===== src/rtl/if_fetch_unit.sv =====
`default_nettype none
// ============================================================================
// Module      : if_fetch_unit
// Description : Instruction fetch stage. Issues one instruction-memory request
//               at a time, buffers the response for the IF/ID register, and
//               handles redirects (trap > mret > branch), kill and WFI sleep.
// Revision    : 1.0 - initial release
// ============================================================================
module if_fetch_unit #(
    parameter logic [31:0] RESET_PC = 32'h0000_0000
) (
    input  logic        clk,
    input  logic        rst,
    input  logic        stall,
    input  logic        redirect,
    input  logic [31:0] redirect_pc,
    input  logic        trap,
    input  logic [31:0] mtvec,
    input  logic        mret,
    input  logic [31:0] mepc,
    input  logic        wfi,
    input  logic        irq_wake,
    output logic        im_req,
    output logic [31:0] im_addr,
    input  logic        im_gnt,
    input  logic        im_rvalid,
    input  logic [31:0] im_rdata,
    output logic [31:0] fetch_pc,
    output logic [31:0] fetch_inst,
    output logic        fetch_valid,
    output logic        waiting
);

    typedef enum logic [1:0] {
        S_IDLE  = 2'd0,
        S_REQ   = 2'd1,
        S_WAIT  = 2'd2,
        S_SLEEP = 2'd3
    } state_t;

    localparam logic [31:0] c_ALIGN_MASK = 32'hFFFF_FFFC;
    localparam logic [31:0] c_INST_BYTES = 32'd4;

    state_t      r_state;
    state_t      w_state_nxt;
    logic [31:0] r_pc;
    logic [31:0] w_pc_nxt;
    logic        r_kill;
    logic        w_kill_nxt;
    logic        r_fetch_valid;
    logic        w_fetch_valid_nxt;
    logic [31:0] r_fetch_pc;
    logic [31:0] r_fetch_inst;

    logic        w_redir;
    logic [31:0] w_target;
    logic        w_consume;
    logic        w_issue;
    logic        w_fire;
    logic        w_load;

    assign w_redir  = trap | mret | redirect;
    assign w_target = (trap ? mtvec : (mret ? mepc : redirect_pc)) & c_ALIGN_MASK;

    assign w_consume = r_fetch_valid & ~stall;
    // Only request when the output buffer is free (or drains this cycle), so a
    // response can never arrive while the IF/ID register is still holding.
    assign w_issue   = (r_state == S_REQ) & (~r_fetch_valid | ~stall);
    assign w_fire    = w_issue & im_gnt;
    assign w_load    = (r_state == S_WAIT) & im_rvalid & ~r_kill & ~w_redir;

    always_comb begin
        w_state_nxt = r_state;
        w_pc_nxt    = r_pc;
        w_kill_nxt  = r_kill;

        case (r_state)
            S_IDLE: begin
                w_state_nxt = S_REQ;
            end
            S_REQ: begin
                if (w_fire) begin
                    w_state_nxt = S_WAIT;
                    if (w_redir) begin
                        w_kill_nxt = 1'b1;
                    end
                end else if (!w_redir && wfi) begin
                    w_state_nxt = S_SLEEP;
                end
            end
            S_WAIT: begin
                if (im_rvalid) begin
                    // Killed or redirected responses are dropped; the pending
                    // kill has now been matched with its response.
                    w_kill_nxt  = 1'b0;
                    w_state_nxt = (w_load && wfi) ? S_SLEEP : S_REQ;
                end else if (w_redir) begin
                    w_kill_nxt = 1'b1;
                end
            end
            S_SLEEP: begin
                if (trap || irq_wake) begin
                    w_state_nxt = S_REQ;
                end
            end
            default: begin
                w_state_nxt = S_IDLE;
            end
        endcase

        if (w_redir) begin
            w_pc_nxt = w_target;
        end else if (w_load) begin
            w_pc_nxt = r_pc + c_INST_BYTES;
        end
    end

    always_comb begin
        w_fetch_valid_nxt = r_fetch_valid;
        if (w_redir) begin
            w_fetch_valid_nxt = 1'b0;
        end else if (w_load) begin
            w_fetch_valid_nxt = 1'b1;
        end else if (w_consume) begin
            w_fetch_valid_nxt = 1'b0;
        end
    end

    always_ff @(posedge clk or negedge rst) begin
        if (!rst) begin
            r_state       <= S_IDLE;
            r_pc          <= RESET_PC;
            r_kill        <= 1'b0;
            r_fetch_valid <= 1'b0;
            r_fetch_pc    <= 32'h0;
            r_fetch_inst  <= 32'h0;
        end else begin
            r_state       <= w_state_nxt;
            r_pc          <= w_pc_nxt;
            r_kill        <= w_kill_nxt;
            r_fetch_valid <= w_fetch_valid_nxt;
            if (w_load) begin
                r_fetch_pc   <= r_pc;
                r_fetch_inst <= im_rdata;
            end
        end
    end

    assign im_req      = w_issue;
    assign im_addr     = (r_state == S_REQ) ? r_pc : 32'h0;
    assign fetch_pc    = r_fetch_pc;
    assign fetch_inst  = r_fetch_inst;
    assign fetch_valid = r_fetch_valid;
    assign waiting     = ~r_fetch_valid;

endmodule
`default_nettype wire


===== config.mk =====
export PLATFORM = sky130hd
export DESIGN_NAME = if_fetch_unit
export DESIGN_NICKNAME = d
export VERILOG_FILES = /design/src/rtl/if_fetch_unit.sv
export SDC_FILE = /design/constraint.sdc
export NUM_CORES = 1
export LEC_CHECK = 0
export CAP_MARGIN = 5
export CORE_ASPECT_RATIO = 0.6
export CORE_MARGIN = 2
export CORE_UTILIZATION = 42
export CTS_CLUSTER_SIZE = 20
export DETAILED_ROUTE_END_ITERATION = 7
export PLACE_DENSITY_LB_ADDON = 0.25
export SLEW_MARGIN = 20
export SYNTH_ARGS = -nofsm -noshare
export SYNTH_HDL_FRONTEND = slang
export SYNTH_SLANG_ARGS = --single-unit

===== constraint.sdc =====
create_clock -name clk -period 2.45 [get_ports clk]
set_clock_uncertainty 0.1 [all_clocks]
set_input_delay 0.3675 -clock clk [delete_from_list [all_inputs] [get_ports clk]]
set_output_delay 0.3675 -clock clk [all_outputs]
set_load 0.01 [all_outputs]

==> results.py, run 1 <==
metrics = {
    "outcome": {
        "status": "complete, no violations",
    },
    "sta": {
        "fmax_ghz": 0.420,
        "tns_ps": 0,
        "min_period_ps": 2380,
        "rsz0062_at_grt": "no",
        "hold_viol": 0,
        "slew_viol_final": 0,
        "tightestPinTransition_ps": 663,
        "setup_violations": 0,
        "slew_headroom_pct": 55.8,
        "period_share_pct": 97.2,
    },
    "layout": {
        "drive_gt1_share_pct": 14.6,
        "fillCellCount": 933,
        "area_growth_pct": 57.1,
        "postLayoutCoreUtil_pct": 67.3,
        "layout_common_cells": "clkdlybuf4s50_1 (223), dfrtp_1 (96), mux2_2 (54)",
        "nets": 869,
        "n_antenna_cell": 0,
        "instances_no_fill": 896,
        "final_common_cell": "clkdlybuf4s50_1",
    },
    "critical_path": {
        "crit_fanout": 13,
        "rrSetupSlack_ps": 130,
        "cp_slowest_cell": "clkdlybuf4s50_1",
        "cp-startpoint": "r_state[1]",
        "cp_cell_sequence": "inv_1 -> ha_4 -> clkbuf_16 -> and2_1 -> clkdlybuf4s50_1",
        "rr_worst_depth": 7,
        "critPathKind": "flop to output pin",
        "crit_end": "im_req",
        "critPathMaxStageDelay_ps": 540,
        "cp-end-kind": "output pin",
        "critPathArrivalTime_ps": 1910,
        "r2r-start": "r_state[0]",
        "cp.required_ps": 1980,
        "r2r_end": "r_pc[21]",
        "start_kind": "flop",
    },
    "grt": {
        "grt_max_degree": 53,
        "track_usage_pct": 24.7,
        "antenna_found_initial": 0,
        "grt_pass1_vias": 4670,
        "grt_pass1_wl_um": 25800,
        "globalRoute.totalOverflow": 0,
    },
    "synth": {
        "synth.largest_area_cell": "dfrtp_1",
        "ys_seq_area_share_pct": 46.6,
        "synth_seq_cells": 96,
        "avgSynthCellArea_um2": 10.4,
        "yosys_warnings": 0,
        "syn_area_um2": 5150,
        "ys.flop_type": "dfrtp_1",
        "synth_cell_types": 51,
        "synthArstFlopShare_pct": 100,
        "synth-edff-count": 0,
        "netlist.area_leader.share_pct": 46.6,
        "synthTopCellsByArea": "dfrtp_1 (47%), mux2_2 (12%), and2_1 (4.0%), nor2_1 (3.2%), a21oi_1 (3.0%)",
        "syn_inst": 495,
    },
    "placement": {
        "dp_hpwl_um": 12500,
        "place.gp.congestion": 0.901,
        "placed_cells": 879,
        "io_buffers": 226,
    },
    "die": {
        "core_area_um2": 12000,
        "boundaryPins": 237,
        "die_y_um": 89.8,
        "die_w_um": 147,
        "die_area_um2": 13200,
        "rows": 31,
        "start_util_pct": 42.9,
    },
    "clock_tree": {
        "cts_root_buf": "clkbuf_16",
        "htreeDepth": 3,
        "clk_pin_slew_worst_paths_ps": 70,
        "cts_tree": "yes",
        "cts_setup_buffers": 0,
        "clockBufferDepth": 2,
        "clkSinkCount": 96,
        "clock_latency_ps": 340,
        "cts_buffers": 9,
    },
    "route": {
        "viasPerCell": 5.39,
        "drtIter0Drc": 293,
        "drc_errors": 0,
        "detail-route-antenna-nets": 0,
        "drt_wl_total_um": 16400,
        "vias": 4833,
        "wl_per_cell_um": 18.4,
        "firstDrtPassIters": 5,
    },
    "pwr": {
        "power.leakage_nw": 3.54,
        "ir_drop_uv": 463,
        "powerDensity_nw_per_um2": 658,
    },
    "hold_path": {
        "hp-class": "flop to flop",
        "hold_path_depth": 1,
    },
    "flow_run": {
        "maxCapViolCount": 0,
    },
}
-- layout make-up --
cell class / count / area (um2) / share of cell area, %
inverter: 7 / 26.3 / 0.325
timing repair buffer: 253 / 2540 / 31.4
clock buffer: 9 / 225 / 2.78
sequential: 96 / 2400 / 29.7
tap: 165 / 206 / 2.55
clock inverter: 6 / 90.1 / 1.11
multi-input combinational: 360 / 2600 / 32.1
-- synth_stat cells, types with 8 or more instances --
cell type / number
a211oi_1: 14
a21oi_1: 31
a22oi_1: 8
a31oi_1: 8
and2_1: 33
buf_2: 11
clkbuf_1: 16
dfrtp_1: 96
mux2_1: 8
mux2_2: 54
mux2i_1: 15
nand2_1: 27
nand3_1: 11
nand4_1: 9
nor2_1: 44
o21ai_0: 9
xor2_1: 10
-- per-layer routing --
metal	track usage (%)	share of wire [%]
met1	33.7	44
met2	39.2	45
met3	7.51	9.1
met4	5.77	1.4
met5	0	0
-- through the flow --
step / total power [mW] / setup slack (ps) / instance area, um2 / hold WS (ps)
final: 5.32 / 67.7 / 8090 / 395
after global routing: 5.56 / 31.7 / 8090 / 410
after CTS: 5.25 / 12.8 / 8040 / 381
after detailed placement: 3.71 / 74.6 / 7710 / 339
after global placement: 3.67 / 138 / 7710 / 333
after floorplan: 2.68 / 387 / 5160 / -28.1
-- sequential cells by signal, indices dropped and copies added, names as in the netlist --
name and flops:
r_state 2, r_pc 30, fetch_pc 30, r_kill 1
fetch_inst 32, fetch_valid 1
-- worst min-delay path by stage --
stage,slack [ps],endpoint,start
floorplan,-30,fetch_inst[0],rst
global placement,330,fetch_inst[31],rst
detailed placement,340,fetch_inst[31],rst
CTS,380,r_pc[6],trap
global route,410,fetch_inst[22],fetch_inst[22]
finish,390,fetch_inst[6],fetch_inst[6]
-- worst max-delay path, delay by kind of cell, from the launching register on --
| kind | cells | cell delay [ps] |
|---|---|---|
| flip-flops | 1 | 420 |
| adder cells (fa/ha/maj) | 1 | 190 |
| buffers and inverters | 3 | 830 |
| AND/OR/NAND/NOR | 1 | 130 |
-- logic make-up after synthesis --
group / synth area share [%]
AND/OR/NAND/NOR: 17.1
AO/OA/AOI/OAI: 12.3
other: 0.0728
flip-flops: 46.6
buffers and inverters: 3.62
multiplexers: 16.5
XOR/XNOR: 2.89
adder cells (fa/ha/maj): 0.971
-- repair_timing --
item / CTS / global route
gates resized for setup: 1 / 5
setup endpoints to repair: 12 / 18
hold endpoints to repair: 51 / 0
cloned: 0 / 1
hold buffers: 1 / 0
-- power by group --
| group | total, mW | internal, mW | leakage, nW | switching [mW] |
|---|---|---|---|---|
| combinational | 1.87 | 1.09 | 2.11 | 0.781 |
| clock | 1.50 | 0.894 | 0.152 | 0.607 |
| sequential | 1.95 | 1.78 | 1.27 | 0.173 |
(Power assumes the default switching activity.)
==> inputs of run 2 (changes only) <==
- REMOVE_ABC_BUFFERS: not set -> 1
==> run 2 against run 1 <==
  * Clock power is 6% lower
  * Global-route usage increased by 0.17 points
  * Maximum frequency up 0.64%
  * Critical endpoint is now im_addr[6]
  * Non-clock buffer count up 1
  * Largest cell class unchanged
  * Wire length rose by 0.26%
  * Setup slack improved by 15 ps
  * Sequential share of layout area increased by 0.21 points
==> results.py, run 2 (synthesized netlist as in run 1, its figures left out) <==
metrics = {
    "outcome": {
        "status": "complete, no violations",
    },
    "critical_path": {
        "rr_worst_depth": 7,
        "critPathArrivalTime_ps": 1900,
        "path_buf_inv": 3,
        "crit_family": "buffers and inverters",
        "cp_cell_sequence": "inv_1 -> ha_1 -> buf_6 -> and2_1 -> clkdlybuf4s50_1",
        "cp.required_ps": 1980,
        "r2r-start": "r_state[0]",
        "rrSetupSlack_ps": 200,
        "critPathMaxStageDelay_ps": 580,
        "start_kind": "flop",
        "critPathKind": "flop to output pin",
        "cp-end-kind": "output pin",
        "r2r_end": "r_pc[21]",
        "cp_slowest_cell": "clkdlybuf4s50_1",
        "crit_fanout": 18,
    },
    "layout": {
        "instances_no_fill": 898,
        "postLayoutCoreUtil_pct": 66.8,
        "n_antenna_cell": 0,
        "final_common_cell": "clkdlybuf4s50_1",
        "final_cell_area_um2": 8040,
        "area_growth_pct": 55.9,
        "layout_common_cells": "clkdlybuf4s50_1 (223), dfrtp_1 (96), mux2_2 (54)",
        "nets": 870,
        "drive_gt1_share_pct": 14.7,
        "largest_reg_flops": 32,
    },
    "route": {
        "viasPerCell": 5.43,
        "detail-route-antenna-nets": 0,
        "drtIter0Drc": 351,
        "firstDrtPassIters": 5,
        "wl_per_cell_um": 18.4,
        "drt_wl_total_um": 16500,
        "drc_errors": 0,
        "vias": 4877,
    },
    "placement": {
        "place.gp.congestion": 0.910,
        "place_area_um2": 7720,
        "io_buffers": 226,
        "placed_cells": 881,
        "dp_hpwl_um": 12600,
        "pre_cts_ws_ps": 114,
    },
    "hold_path": {
        "hp-class": "primary input to flop",
        "min_from": "trap",
        "hold_path_depth": 3,
        "min_to": "r_pc[4]",
    },
    "clock_tree": {
        "cts_root_buf": "clkbuf_16",
        "clockBufferDepth": 2,
        "clock_latency_ps": 340,
        "clk_pin_slew_worst_paths_ps": 70,
        "htreeDepth": 3,
        "cts_buffers": 9,
        "cts_tree": "yes",
        "clkSinkCount": 96,
    },
    "die": {
        "start_util_pct": 42.9,
        "die_area_um2": 13200,
        "boundaryPins": 237,
        "die_w_um": 147,
        "die_y_um": 89.8,
        "core_area_um2": 12000,
        "rows": 31,
    },
    "sta": {
        "hold_viol": 0,
        "rsz0062_at_grt": "no",
        "fin_ws_ps": 82.8,
        "min_period_ps": 2370,
        "fmax_ghz": 0.422,
        "slew_headroom_pct": 57.8,
        "tightestPinTransition_ps": 628,
        "tns_ps": 0,
        "hold_ws_ps": 377,
        "period_share_pct": 96.6,
        "slew_viol_final": 0,
        "setup_violations": 0,
    },
    "grt": {
        "antenna_found_initial": 0,
        "globalRoute.totalOverflow": 0,
        "grt_max_degree": 51,
        "grt_pass1_wl_um": 25900,
        "track_usage_pct": 24.9,
        "grt_pass1_vias": 4886,
    },
    "pwr": {
        "power_mw": 5.11,
        "powerDensity_nw_per_um2": 636,
        "power.leakage_nw": 3.50,
        "ir_drop_uv": 447,
    },
    "flow_run": {
        "maxCapViolCount": 0,
    },
}
run 2: metal layers:
metal | vias up | part of all wire [%] | GRT usage (%)
li1 | 2254 | - | -
met4 | 0 | 1.2 | 5.69
met3 | 23 | 10 | 8.12
met5 | - | 0 | 0
met1 | 2357 | 43 | 33.9
met2 | 243 | 45 | 39.0
run 2: where the power goes:
group / total, mW / switching (mW) / internal, mW
sequential: 1.95 / 0.172 / 1.78
combinational: 1.74 / 0.726 / 1.02
clock: 1.41 / 0.618 / 0.796
total: 5.11 / 1.52 / 3.59
run 2: timing repair:
item	in CTS	in global routing
setup buffers	0	0
endpoints found under the setup margin	0	11
hold buffers	1	0
endpoints found under the hold margin	42	0
gates resized for setup	0	1
run 2: worst max-delay path by stage:
stage / startpoint / endpoint / depth (start not counted)
2_1_floorplan: mret / r_pc[29] / 4
5_1_grt: r_state[1] / im_addr[5] / 5
3_3_place_gp: im_rvalid / r_pc[21] / 6
4_1_cts: r_state[1] / im_addr[6] / 5
6_report: r_state[1] / im_addr[6] / 5
3_5_place_dp: im_rvalid / r_pc[21] / 6
run 2: cell type report:
type,count,area (um2)
Tap cell,165,206
Multi-Input combinational cell,360,2590
Timing Repair Buffer,254,2520
Inverter,7,26.3
Fill cell,953,3990
Clock inverter,6,67.6
Clock buffer,10,229
Sequential cell,96,2400
run 2: worst reg2reg max path: cells and delay by family (launching register included):
family,cells,cell delay (ps)
compound gates,1,90
xor+xnor,1,160
fa+ha+maj,1,250
buf+inv,1,90
flops,1,410
simple gates,3,1040
